File: src/rtl/div_pkg.sv
// rtl/div_pkg.sv - step-index constants and phase type for the restoring divider
//
// Package div_pkg
//   div_phase_e      : decoded phase of the step counter
//   STEP_LOAD        : step index of the operand load (0)
//   STEP_ITER_FIRST  : step index of the first shift/subtract iteration (1)
//   step_fix(w)      : step index of the sign fix-up (w+1)
//   step_done(w)     : step index that raises done_sig (w+2)
//   step_clr(w)      : step index that drops done_sig and rewinds (w+3)
//   step_cnt_w(w)    : step counter width, $clog2(w+4)
package div_pkg;

  typedef enum logic [2:0] {
    PH_LOAD,
    PH_ITER,
    PH_FIX,
    PH_DONE,
    PH_CLR
  } div_phase_e;

  localparam int STEP_LOAD       = 0;
  localparam int STEP_ITER_FIRST = 1;

  function automatic int step_fix(input int width);
    return width + 1;
  endfunction

  function automatic int step_done(input int width);
    return width + 2;
  endfunction

  function automatic int step_clr(input int width);
    return width + 3;
  endfunction

  function automatic int step_cnt_w(input int width);
    return $clog2(width + 4);
  endfunction

endpackage

File: src/rtl/div_step.sv
// rtl/div_step.sv - one combinational shift/trial-subtract iteration
//
// Ports
//   r      in  WIDTH  partial remainder (always < divisor, so WIDTH bits suffice)
//   q      in  WIDTH  dividend/quotient shift register
//   d      in  WIDTH  divisor magnitude
//   r_next out WIDTH  partial remainder after this step
//   q_next out WIDTH  quotient register after this step
module div_step #(
  parameter int WIDTH = 8
) (
  input  logic [WIDTH-1:0] r,
  input  logic [WIDTH-1:0] q,
  input  logic [WIDTH-1:0] d,
  output logic [WIDTH-1:0] r_next,
  output logic [WIDTH-1:0] q_next
);

  logic [WIDTH:0] t;

  always_comb begin
    t = {r, q[WIDTH-1]} - {1'b0, d};
    if (t[WIDTH] == 1'b0) begin
      r_next = t[WIDTH-1:0];
      q_next = {q[WIDTH-2:0], 1'b1};
    end else begin
      // Restore path: the remainder is below the divisor (at most 2^(WIDTH-1)),
      // so its top bit is zero and dropping it on the shift loses nothing.
      r_next = {r[WIDTH-2:0], q[WIDTH-1]};
      q_next = {q[WIDTH-2:0], 1'b0};
    end
  end

endmodule

File: src/rtl/restoring_divider_module.sv
// rtl/restoring_divider_module.sv - signed sequential restoring divider, one iteration per clock
//
// Ports
//   clk        in   1      clock, rising edge
//   rst        in   1      synchronous active-high reset
//   start_sig  in   1      level request, held high for the whole operation; low pauses
//   dividend   in   WIDTH  signed dividend, sampled at the load step
//   divisor    in   WIDTH  signed divisor, sampled at the load step
//   done_sig   out  1      one-cycle pulse, results valid
//   quotient   out  WIDTH  signed quotient, truncated toward zero
//   remainder  out  WIDTH  signed remainder, sign of dividend
//   div_zero   out  1      last operation had divisor == 0
//   overflow   out  1      last operation was MIN / -1
// Optional (macro DIV_DEBUG_PORTS_EN)
//   SQ_r       out  WIDTH+1  internal partial remainder
//   SQ_q       out  WIDTH    internal quotient register
//   SQ_d       out  WIDTH    internal divisor magnitude
module restoring_divider_module
  import div_pkg::*;
#(
  parameter int WIDTH = 8
) (
  input  logic             clk,
  input  logic             rst,
  input  logic             start_sig,
  input  logic [WIDTH-1:0] dividend,
  input  logic [WIDTH-1:0] divisor,
  output logic             done_sig,
  output logic [WIDTH-1:0] quotient,
  output logic [WIDTH-1:0] remainder,
  output logic             div_zero,
  output logic             overflow
`ifdef DIV_DEBUG_PORTS_EN
  ,
  output logic [WIDTH:0]   SQ_r,
  output logic [WIDTH-1:0] SQ_q,
  output logic [WIDTH-1:0] SQ_d
`endif
);

  localparam int CW = step_cnt_w(WIDTH);
  localparam logic [CW-1:0] S_LOAD       = CW'(STEP_LOAD);
  localparam logic [CW-1:0] S_ITER_FIRST = CW'(STEP_ITER_FIRST);
  localparam logic [CW-1:0] S_FIX        = CW'(step_fix(WIDTH));
  localparam logic [CW-1:0] S_DONE       = CW'(step_done(WIDTH));
  localparam logic [CW-1:0] S_CLR        = CW'(step_clr(WIDTH));
  localparam logic [WIDTH-1:0] MIN_VAL   = {1'b1, {(WIDTH-1){1'b0}}};

  logic [CW-1:0]    i;
  logic [WIDTH-1:0] r;
  logic [WIDTH-1:0] q;
  logic [WIDTH-1:0] d;
  logic             neg_dvd;
  logic             neg_dvs;
  logic             zero_dvs;
  logic             ovf_case;
  logic [WIDTH-1:0] r_next;
  logic [WIDTH-1:0] q_next;
  div_phase_e       phase;

  div_step #(.WIDTH(WIDTH)) u_step (
    .r      (r),
    .q      (q),
    .d      (d),
    .r_next (r_next),
    .q_next (q_next)
  );

  always_comb begin
    phase = PH_CLR;
    if (i == S_LOAD)                          phase = PH_LOAD;
    else if (i >= S_ITER_FIRST && i < S_FIX)  phase = PH_ITER;
    else if (i == S_FIX)                      phase = PH_FIX;
    else if (i == S_DONE)                     phase = PH_DONE;
  end

  always_ff @(posedge clk) begin
    if (rst) begin
      i         <= '0;
      r         <= '0;
      q         <= '0;
      d         <= '0;
      neg_dvd   <= 1'b0;
      neg_dvs   <= 1'b0;
      zero_dvs  <= 1'b0;
      ovf_case  <= 1'b0;
      done_sig  <= 1'b0;
      quotient  <= '0;
      remainder <= '0;
      div_zero  <= 1'b0;
      overflow  <= 1'b0;
    end else if (start_sig) begin
      case (phase)
        PH_LOAD: begin
          q        <= dividend[WIDTH-1] ? -dividend : dividend;
          d        <= divisor[WIDTH-1]  ? -divisor  : divisor;
          r        <= '0;
          neg_dvd  <= dividend[WIDTH-1];
          neg_dvs  <= divisor[WIDTH-1];
          zero_dvs <= (divisor == '0);
          ovf_case <= (dividend == MIN_VAL) && (divisor == '1);
          i        <= i + CW'(1);
        end
        PH_ITER: begin
          r <= r_next;
          q <= q_next;
          i <= i + CW'(1);
        end
        PH_FIX: begin
          if (zero_dvs) begin
            // With d==0 every trial subtract succeeds, so r ends holding
            // |dividend|; re-applying the sign reproduces the dividend.
            quotient  <= '1;
            remainder <= neg_dvd ? -r : r;
            div_zero  <= 1'b1;
            overflow  <= 1'b0;
          end else if (ovf_case) begin
            quotient  <= MIN_VAL;
            remainder <= '0;
            div_zero  <= 1'b0;
            overflow  <= 1'b1;
          end else begin
            quotient  <= (neg_dvd ^ neg_dvs) ? -q : q;
            remainder <= neg_dvd ? -r : r;
            div_zero  <= 1'b0;
            overflow  <= 1'b0;
          end
          i <= i + CW'(1);
        end
        PH_DONE: begin
          done_sig <= 1'b1;
          i        <= i + CW'(1);
        end
        default: begin
          done_sig <= 1'b0;
          i        <= '0;
        end
      endcase
    end
  end

`ifdef DIV_DEBUG_PORTS_EN
  assign SQ_r = {1'b0, r};
  assign SQ_q = q;
  assign SQ_d = d;
`endif

endmodule

File: config.mk
export PLATFORM = sky130hd
export DESIGN_NAME = restoring_divider_module
export DESIGN_NICKNAME = d
export VERILOG_FILES = /design/src/rtl/div_pkg.sv /design/src/rtl/div_step.sv /design/src/rtl/restoring_divider_module.sv
export SDC_FILE = /design/constraint.sdc
export NUM_CORES = 1
export LEC_CHECK = 0
export BUFFER_PORTS_ARGS = -buffer_cell sky130_fd_sc_hd__buf_2
export CAP_MARGIN = 20
export CORE_ASPECT_RATIO = 0.5
export CORE_MARGIN = 3
export CORE_UTILIZATION = 50
export DETAILED_ROUTE_END_ITERATION = 8
export PLACE_DENSITY = 0.72
export SETUP_SLACK_MARGIN = 0.05
export SYNTH_ARGS = -nofsm -noshare
export SYNTH_HDL_FRONTEND = slang
export SYNTH_SLANG_ARGS = --single-unit
export TNS_END_PERCENT = 100
File: constraint.sdc
create_clock -name clk -period 4.2 [get_ports clk]
set_input_delay 0.21 -clock clk [delete_from_list [all_inputs] [get_ports clk]]
set_output_delay 0.21 -clock clk [all_outputs]
set_load 0.1 [all_outputs]
==> flow_metrics.py, run 1 <==
metrics = {
    "setup_path": {
        "rrSetupSlack_ps": 1710,
        "crit_top_cell": "inv_1",
        "worstSetupPathType": "flip-flop to flip-flop",
        "crit_arrival_ps": 2660,
        "cp-end-kind": "flip-flop",
        "worstPathRequired_ps": 4370,
        "cpLargestDelayFamily": "adder cells",
        "critPathBufInv": 2,
        "crit_slowest_cell": "fa_1",
        "start_kind": "flip-flop",
        "path_cells": "inv_1, ha_1, inv_1, fa_1, a211oi_1, nor3_1, mux2_2, nand2_2, mux2i_1, o21ai_1",
        "worstPathMaxFanout": 9,
        "crit_path_max_incr_delay_ps": 430,
    },
    "clock_tree": {
        "root_buffer": "clkbuf_16",
        "clockBufferDepth": 2,
        "cts_tree": "done",
        "cts_setup_buffers": 0,
        "clk_transition_reported_paths_ps": 60,
        "htreeDepth": 2,
        "ctsResizeCount": 0,
        "cts_num_sinks": 51,
        "clock_latency_ps": 290,
        "postCtsHoldBufs": 0,
        "cts_buffers": 5,
    },
    "die": {
        "start_util_pct": 54.03,
        "dieArea_um2": 7228,
        "die_w_um": 117.3,
        "num_rows": 19,
        "boundaryPins": 38,
        "die_h_um": 61.64,
        "coreArea_um2": 5729,
    },
    "sta": {
        "skew_ps": 5.146,
        "min_period_ps": 2488,
        "setup_viol": 0,
        "rsz0062_at_grt": "false",
        "hold_viol": 0,
        "tightest_slew_ps": 850.2,
        "holdWs_ps": 205.4,
        "relSlewSlack_pct": 43.17,
        "slew_violations": 0,
        "tns_ps": 0,
        "period_share_pct": 59.23,
        "fmax_mhz": 402.0,
    },
    "synth": {
        "ys_seq_area_share_pct": 32.98,
        "synth.distinct_cells": 49,
        "syn_area_um2": 3095,
        "ys.flop_type": "dfxtp_1",
        "synth_top_area_cell": "dfxtp_1",
        "synth_top_area_share_pct": 32.98,
        "synthArstFlopShare_pct": 0,
        "syn_avg_cell_area_um2": 7.857,
        "synth-seq-cells": 51,
        "synth.net_count": 431,
        "synth_area_leaders": "dfxtp_1 33%, nor2_1 6.9%, ha_1 6.9%",
        "ys_warn_count": 0,
        "syn-instance-count": 394,
        "synth_edf_count": 0,
    },
    "flow_run": {
        "drv_cap": 0,
    },
    "finish": {
        "synthToLayoutAreaGrowth_pct": 10.51,
        "antenna_cells": 0,
        "layout-drive-gt1-share_pct": 11.90,
        "final_cell_mix": "57 x nor2_1, 51 x dfxtp_1, 38 x nand2_1",
        "final_common_cell": "nor2_1",
        "nets": 456,
    },
    "grt": {
        "grt.total_usage_pct": 19.86,
        "grt_max_degree": 42,
        "overflow": 0,
        "grt_pass1_wl_mm": 11.38,
        "antenna_found_initial": 0,
        "first_global_vias": 2563,
    },
    "routing": {
        "postRouteAntennaNets": 0,
        "via_count": 2817,
        "drtIter0Drc": 137,
        "post_drt_wl_per_cell_um": 13.78,
        "vias_per_cell": 5.589,
        "drcViolationCount": 0,
        "drt_pre_antenna_iters": 4,
        "routed_wirelength_mm": 6.946,
    },
    "pwr": {
        "ir_drop_mv": 0.1896,
        "p_leak_nw": 1.376,
        "power.density_nw_per_um2": 377.9,
    },
    "min_path": {
        "hp-class": "input port to flip-flop",
    },
    "placed_design": {
        "place_congestion": 0.8569,
        "hpwlAfterDp_mm": 5.244,
        "io_buffers": 37,
    },
    "run_status": {
        "status": "finished clean",
    },
}
## synth_stat cells (2+ instances only)
| cell type | count |
|---|---|
| nand2_1 | 38 |
| inv_1 | 24 |
| buf_2 | 4 |
| buf_4 | 3 |
| o21bai_1 | 3 |
| buf_6 | 2 |
| xnor2_1 | 22 |
| a22oi_1 | 7 |
| nand2b_1 | 3 |
| a32oi_1 | 3 |
| o21a_1 | 2 |
| o31ai_1 | 7 |
| xor2_1 | 7 |
| ha_1 | 17 |
| or3_1 | 3 |
| a21o_1 | 2 |
| nor2_1 | 57 |
| clkbuf_1 | 10 |
| o21ai_0 | 20 |
| a211oi_1 | 10 |
| nor4_1 | 3 |
| and2_1 | 2 |
| nand2_2 | 3 |
| nand4_1 | 2 |
| dfxtp_1 | 51 |
| nand3_1 | 3 |
| nor2b_1 | 5 |
| o21ai_1 | 8 |
| a31oi_1 | 4 |
| nor3_1 | 22 |
| o31a_1 | 2 |
| a21oi_1 | 20 |
| mux2i_1 | 9 |
## worst min-delay path, cell delays in order
cell and delay (ps):
buf_2 130, nand2_1 60, a21oi_1 50
## final cells by class
type / instances / area (µm²)
fillers: 536 / 2308
flip-flops and latches: 51 / 1021
repair buffers: 37 / 185.2
well taps: 84 / 105.1
clock inverters: 1 / 5.005
multi-input cells: 300 / 1882
clock buffers: 7 / 132.6
inverters: 24 / 90.09
## path summary, 6_finish.rpt
check             start       end  cells past startpoint
max                q[7]      r[7]                     10
min          divisor[0]      d[0]                      3
max reg2reg        q[7]      r[7]                     10
min reg2reg    div_zero  div_zero                      2
## through the flow
stage,utilization (%),area [µm²],total power (W),setup slack (ps),cells
5_1_grt,59.71,3421,0.001367,1514,504
3_3_place_gp,57.31,3283,0.0008887,1862,496
3_5_place_dp,57.31,3283,0.0009029,1738,496
4_1_cts,59.71,3421,0.001298,1725,504
2_1_floorplan,-,3095,0.0008289,2006,394
6_report,59.71,3421,0.001293,1712,504
## logic make-up (layout without fill, tap and decap cells)
logic type               after synthesis  after routing  synth area share [%]
XOR/XNOR                              29             29                 8.205
adder cells (fa/ha/maj)               18             18                 7.518
buffers and inverters                 43             69                 6.225
multiplexers                          10             10                 3.274
flip-flops                            51             51                 32.98
AND/OR/NAND/NOR                      150            150                 22.92
AO/OA/AOI/OAI                         93             93                 18.88
## layer usage
metal / global-route usage, % / part of all wire [%] / vias up
met1: 25.95 / 49 / 1352
met3: 4.122 / 3.0 / 7
li1: - / - / 1417
met4: 5.719 / 1.2 / 0
met2: 33.84 / 47 / 41
met5: 0 / 0 / -
## where the power goes
group          internal (W)  switching, W
combinational      0.000154      0.000205
sequential         0.000508     0.0000305
clock              0.000221      0.000175
## flip-flops by register name, summed over array words and instances (netlist names), 4 cells and up
| signal | count |
|---|---|
| i | 4 |
| q | 8 |
| remainder | 8 |
| d | 8 |
| r | 8 |
| quotient | 8 |
Power figures use the tool's default switching activity.
==> inputs of run 2 (changes only) <==
--- a/config.mk
+++ b/config.mk
@@ -5,13 +5,14 @@
 export SDC_FILE = /design/constraint.sdc
 export NUM_CORES = 1
 export LEC_CHECK = 0
+export ABC_AREA = 1
 export BUFFER_PORTS_ARGS = -buffer_cell sky130_fd_sc_hd__buf_2
 export CAP_MARGIN = 20
 export CORE_ASPECT_RATIO = 0.5
 export CORE_MARGIN = 3
 export CORE_UTILIZATION = 50
 export DETAILED_ROUTE_END_ITERATION = 8
-export PLACE_DENSITY = 0.72
+export PLACE_DENSITY = 0.75
 export SETUP_SLACK_MARGIN = 0.05
 export SYNTH_ARGS = -nofsm -noshare
 export SYNTH_HDL_FRONTEND = slang
==> constraint.sdc (replaced) <==
create_clock -name clk -period 2.2 [get_ports clk]
set_input_delay 0.11 -clock clk [delete_from_list [all_inputs] [get_ports clk]]
set_output_delay 0.11 -clock clk [all_outputs]
set_load 0.1 [all_outputs]
==> flow_metrics.py, run 2 <==
metrics = {
    "clock_tree": {
        "postCtsHoldBufs": 0,
        "htreeDepth": 2,
        "root_buffer": "clkbuf_16",
        "cts_tree": "done",
        "clk_transition_reported_paths_ps": 70,
        "clock_latency_ps": 300,
        "clockBufferDepth": 2,
        "cts_num_sinks": 51,
        "cts_buffers": 5,
    },
    "setup_path": {
        "worstSetupPathType": "flip-flop to flip-flop",
        "cp-end-kind": "flip-flop",
        "worstPathMaxFanout": 5,
        "worstPathRequired_ps": 2370,
        "crit_arrival_ps": 2130,
        "start_kind": "flip-flop",
    },
    "sta": {
        "fmax_mhz": 509.4,
        "relSlewSlack_pct": 66.40,
        "min_period_ps": 1963,
        "hold_viol": 0,
        "setup_viol": 0,
        "tightest_slew_ps": 502.3,
        "skew_ps": 7.723,
        "period_share_pct": 89.23,
        "tns_ps": 0,
        "slew_violations": 0,
        "rsz0062_at_grt": "false",
    },
    "grt": {
        "met3_usage_pct": 4.340,
        "grt.total_usage_pct": 20.62,
        "grt_pass1_wl_mm": 12.84,
        "use_met2_pct": 34.06,
        "antenna_found_initial": 0,
        "grt-busiest-layer": "met2",
        "grt_max_degree": 33,
        "use_met1_pct": 28.06,
        "first_global_vias": 2815,
        "overflow": 0,
    },
    "finish": {
        "stdcell_area_um2": 3716,
        "final_cell_mix": "120 x nand2_1, 70 x inv_1, 50 x dfxtp_1",
        "nets": 565,
        "antenna_cells": 0,
        "layout-drive-gt1-share_pct": 14.93,
        "final_common_cell": "nand2_1",
        "final_cell_count_no_fill": 613,
        "post-route-util_pct": 64.06,
        "synthToLayoutAreaGrowth_pct": 16.75,
    },
    "routing": {
        "via_count": 3141,
        "postRouteAntennaNets": 0,
        "vias_per_cell": 5.124,
        "drcViolationCount": 0,
        "post_drt_wl_per_cell_um": 12.16,
        "routed_wirelength_mm": 7.457,
        "drtIter0Drc": 261,
        "drt_pre_antenna_iters": 5,
    },
    "flow_run": {
        "drv_cap": 0,
    },
    "synth": {
        "syn_avg_cell_area_um2": 6.590,
        "synthArstFlopShare_pct": 0,
        "ys_seq_area_share_pct": 32.08,
        "synth_edf_count": 0,
        "ys_warn_count": 0,
        "syn-instance-count": 483,
        "synth_area_leaders": "dfxtp_1 32%, nand2_1 15%, inv_1 8.4%",
        "syn_area_um2": 3183,
        "synth-seq-cells": 51,
        "synth.net_count": 520,
        "synth_commonest_cells": "123 x nand2_1, 71 x inv_1, 51 x dfxtp_1, 48 x nand3_1, 46 x a21oi_1",
        "synth_top_area_share_pct": 32.08,
        "synth_top_area_cell": "dfxtp_1",
        "synth.distinct_cells": 32,
        "ys.flop_type": "dfxtp_1",
        "synth_most_common_cell": "nand2_1",
    },
    "die": {
        "boundaryPins": 38,
        "die_h_um": 62.42,
        "start_util_pct": 54.87,
        "dieArea_um2": 7418,
        "die_w_um": 118.8,
        "num_rows": 19,
        "coreArea_um2": 5801,
    },
    "run_status": {
        "status": "finished clean",
    },
    "min_path": {
        "hp-class": "input port to flip-flop",
    },
    "pwr": {
        "power.density_nw_per_um2": 847.2,
        "p_leak_nw": 1.786,
        "ir_drop_mv": 0.3850,
        "finalPower_w": 0.003148,
    },
    "placed_design": {
        "io_buffers": 37,
        "place_congestion": 0.8667,
        "dp.cells": 602,
        "hpwlAfterDp_mm": 5.730,
        "place_area_um2": 3495,
    },
}
==> run 2: per-layer routing <==
metal | up-vias | share of wire [%] | wire [µm]
li1 | 1659 | - | -
met1 | 1426 | 50 | 3749
met2 | 49 | 45 | 3330
met3 | 7 | 4.2 | 316
met4 | 0 | 0.80 | 60
met5 | - | 0 | 0
==> run 2: kinds of logic (layout without fill, tap and decap cells) <==
family                   Yosys count  in the layout  share of synthesized area [%]
AND/OR/NAND/NOR                  225            225                          30.54
AO/OA/AOI/OAI                     85             85                          14.66
buffers and inverters             87            133                          10.65
XOR/XNOR                          16             16                          4.403
flip-flops                        51             51                          32.08
multiplexers                       1              1                         0.3537
adder cells (fa/ha/maj)           18             18                          7.311
==> run 2: final timing paths <==
path,to,depth (start not counted),startpoint,slack [ps]
worst max-delay path,r[4],13,q[7],240
worst min-delay path,d[0],3,divisor[0],120
worst max register to register,r[4],13,q[7],240
worst min register to register,remainder[4],2,remainder[4],460
==> run 2: worst max-delay path: stages (launching register included) <==
cell,delay [ps]
dfxtp_1,330
inv_2,80
ha_1,140
inv_1,70
fa_2,370
nand3_1,120
nand3_2,90
nand2_2,90
nand2_1,90
nand2_2,140
buf_4,130
nand3_1,60
nand3_1,80
a21oi_1,60
==> run 2: metrics by stage <==
stage	hold WS, ps	worst slack [ps]
6_report	120.7	237.0
5_1_grt	132.3	60.33
4_1_cts	119.3	68.80
3_5_place_dp	427.4	102.4
3_3_place_gp	423.2	167.8
2_1_floorplan	263.8	268.7
==> run 2: timing repair <==
action | CTS | global route
setup buffers | 0 | 3
setup endpoints to repair | 0 | 17
endpoints found under the hold margin | 0 | 0
resized for setup | 0 | 9
==> run 2: layout make-up <==
cell class	instances	area, µm²
clock buffer	7	152.6
clock inverter	1	7.507
fill	562	2085
inverter	74	277.8
multi-input combinational	345	1848
sequential	51	1022
tap	84	105.1
timing repair buffer	51	302.8
==> run 2: where the power goes <==
| group | internal [W] | switching [W] | leakage (nW) |
|---|---|---|---|
| combinational | 0.000472 | 0.000771 | 1.29 |
| sequential | 0.000991 | 0.0000740 | 0.416 |
| clock | 0.000485 | 0.000357 | 0.0761 |
==> inputs of run 3 (changes only) <==
--- a/config.mk
+++ b/config.mk
@@ -10,9 +10,9 @@
 export CAP_MARGIN = 20
 export CORE_ASPECT_RATIO = 0.5
 export CORE_MARGIN = 3
-export CORE_UTILIZATION = 50
+export CORE_UTILIZATION = 53
 export DETAILED_ROUTE_END_ITERATION = 8
-export PLACE_DENSITY = 0.75
+export PLACE_DENSITY = 0.79
 export SETUP_SLACK_MARGIN = 0.05
 export SYNTH_ARGS = -nofsm -noshare
 export SYNTH_HDL_FRONTEND = slang
==> flow_metrics.py, run 3 (synthesized netlist as in run 2, its figures left out) <==
metrics = {
    "run_status": {
        "status": "finished clean",
    },
    "routing": {
        "wl_met1_mm": 3.585,
        "routed_wirelength_mm": 7.325,
        "routed.top_layer": "met4",
        "drt_pre_antenna_iters": 5,
        "vias_per_cell": 5.183,
        "via_count": 3120,
        "postRouteAntennaNets": 0,
        "drcViolationCount": 0,
        "post_drt_wl_per_cell_um": 12.17,
        "wl_met3_um": 311,
        "route.met2.wl_mm": 3.280,
        "drtIter0Drc": 164,
    },
    "setup_path": {
        "start_kind": "flip-flop",
        "crit_path_start": "q[7]",
        "reg2reg_depth": 13,
        "crit_arrival_ps": 2170,
        "worstPathRequired_ps": 2370,
        "worstPathMaxFanout": 5,
        "rrSetupSlack_ps": 200,
        "cp-end-kind": "flip-flop",
        "r2r_end": "r[6]",
        "reg2reg_from": "q[7]",
        "worstSetupPathType": "flip-flop to flip-flop",
    },
    "sta": {
        "slew_violations": 0,
        "fmax_mhz": 499.0,
        "holdWs_ps": 109.5,
        "tns_ps": 0,
        "period_share_pct": 91.09,
        "rsz0062_at_grt": "false",
        "fin_ws_ps": 195.9,
        "tightest_slew_ps": 478.2,
        "setup_viol": 0,
        "relSlewSlack_pct": 68.01,
        "skew_ps": 4.282,
        "min_period_ps": 2004,
        "hold_viol": 0,
    },
    "min_path": {
        "hold-path-cell-count": 3,
        "hold_start": "dividend[0]",
        "holdPathEnd": "q[0]",
        "hp-class": "input port to flip-flop",
    },
    "clock_tree": {
        "clockBufferDepth": 2,
        "htreeDepth": 2,
        "cts_buffers": 5,
        "cts_tree": "done",
        "clock_latency_ps": 300,
        "root_buffer": "clkbuf_16",
        "postCtsHoldBufs": 0,
        "cts_num_sinks": 51,
        "clk_transition_reported_paths_ps": 60,
    },
    "die": {
        "num_rows": 19,
        "die_w_um": 115.6,
        "die_h_um": 60.80,
        "dieArea_um2": 7028,
        "coreArea_um2": 5634,
        "start_util_pct": 56.50,
        "boundaryPins": 38,
    },
    "flow_run": {
        "drv_cap": 0,
    },
    "placed_design": {
        "place_congestion": 0.8614,
        "hpwlAfterDp_mm": 5.519,
        "dpl_worst_slack_ps": 71.18,
        "io_buffers": 37,
    },
    "grt": {
        "overflow": 0,
        "first_global_vias": 2721,
        "antenna_found_initial": 0,
        "grt_pass1_wl_mm": 12.14,
        "grt_max_degree": 33,
        "grt.total_usage_pct": 21.78,
    },
    "pwr": {
        "power.density_nw_per_um2": 840.6,
        "p_leak_nw": 1.770,
        "ir_drop_mv": 0.4169,
    },
    "finish": {
        "antenna_cells": 0,
        "final_cell_mix": "121 x nand2_1, 70 x inv_1, 51 x dfxtp_1",
        "final_common_cell": "nand2_1",
        "nets": 565,
        "nFillCells": 514,
        "synthToLayoutAreaGrowth_pct": 15.13,
        "layout-drive-gt1-share_pct": 13.80,
    },
}
-- run 3: cell types whose count changed in the layout (fill, tap and decap cells not counted), sizes merged --
cell	previous run	this run
clkbuf	7	6
clkinv	0	1
-- run 3: worst max-delay path by stage --
stage / end / slack, ps / cells past startpoint
4_1_cts: r[6] / 80 / 13
5_1_grt: r[6] / 30 / 12
6_report: r[6] / 200 / 13
3_5_place_dp: r[6] / 70 / 13
2_1_floorplan: r[0] / 270 / 12
3_3_place_gp: r[4] / 170 / 13
-- run 3: metal layers --
layer,vias up,track usage [%]
li1,1648,-
met1,1398,28.91
met2,61,35.77
met3,13,4.482
met4,0,8.027
met5,-,0
-- run 3: final cells by class --
type | instances | area (µm²) | area share, %
Multi-Input combinational cell | 345 | 1831 | 49.95
Sequential cell | 51 | 1021 | 27.86
Timing Repair Buffer | 51 | 302.8 | 8.262
Inverter | 74 | 277.8 | 7.579
Clock buffer | 6 | 128.9 | 3.517
Tap cell | 73 | 91.34 | 2.492
Clock inverter | 2 | 12.51 | 0.3414
-- run 3: critical path: stages, from the launching register on --
cell and delay (ps):
dfxtp_1 330, inv_2 80, ha_1 140, inv_1 60, fa_2 370, nand3_1 100
nand3_1 100, nand2_1 120, nand2_1 90, nand2_2 130, buf_4 130, nand3_1 60
nand3_1 90, a21oi_1 70
-- run 3: repair_timing --
action,CTS,global route
endpoints found under the setup margin,1,10
gates resized for setup,1,3
pin swaps,0,2
setup buffers,0,3
hold endpoints to repair,0,0
-- run 3: through the flow --
step	cell area [µm²]	std cells	utilization [%]	power (W)
2_1_floorplan	3183	483	-	0.001954
3_3_place_gp	3481	591	61.78	0.002203
3_5_place_dp	3481	591	61.78	0.002225
4_1_cts	3625	599	64.33	0.003003
5_1_grt	3665	602	65.05	0.003306
6_report	3665	602	65.05	0.003081
-- run 3: where the power goes --
part | switching [W] | internal, W | total (W)
clock | 0.000351 | 0.000421 | 0.000772
sequential | 0.0000724 | 0.000991 | 0.00106
combinational | 0.000762 | 0.000485 | 0.00125
total | 0.00118 | 0.00190 | 0.00308
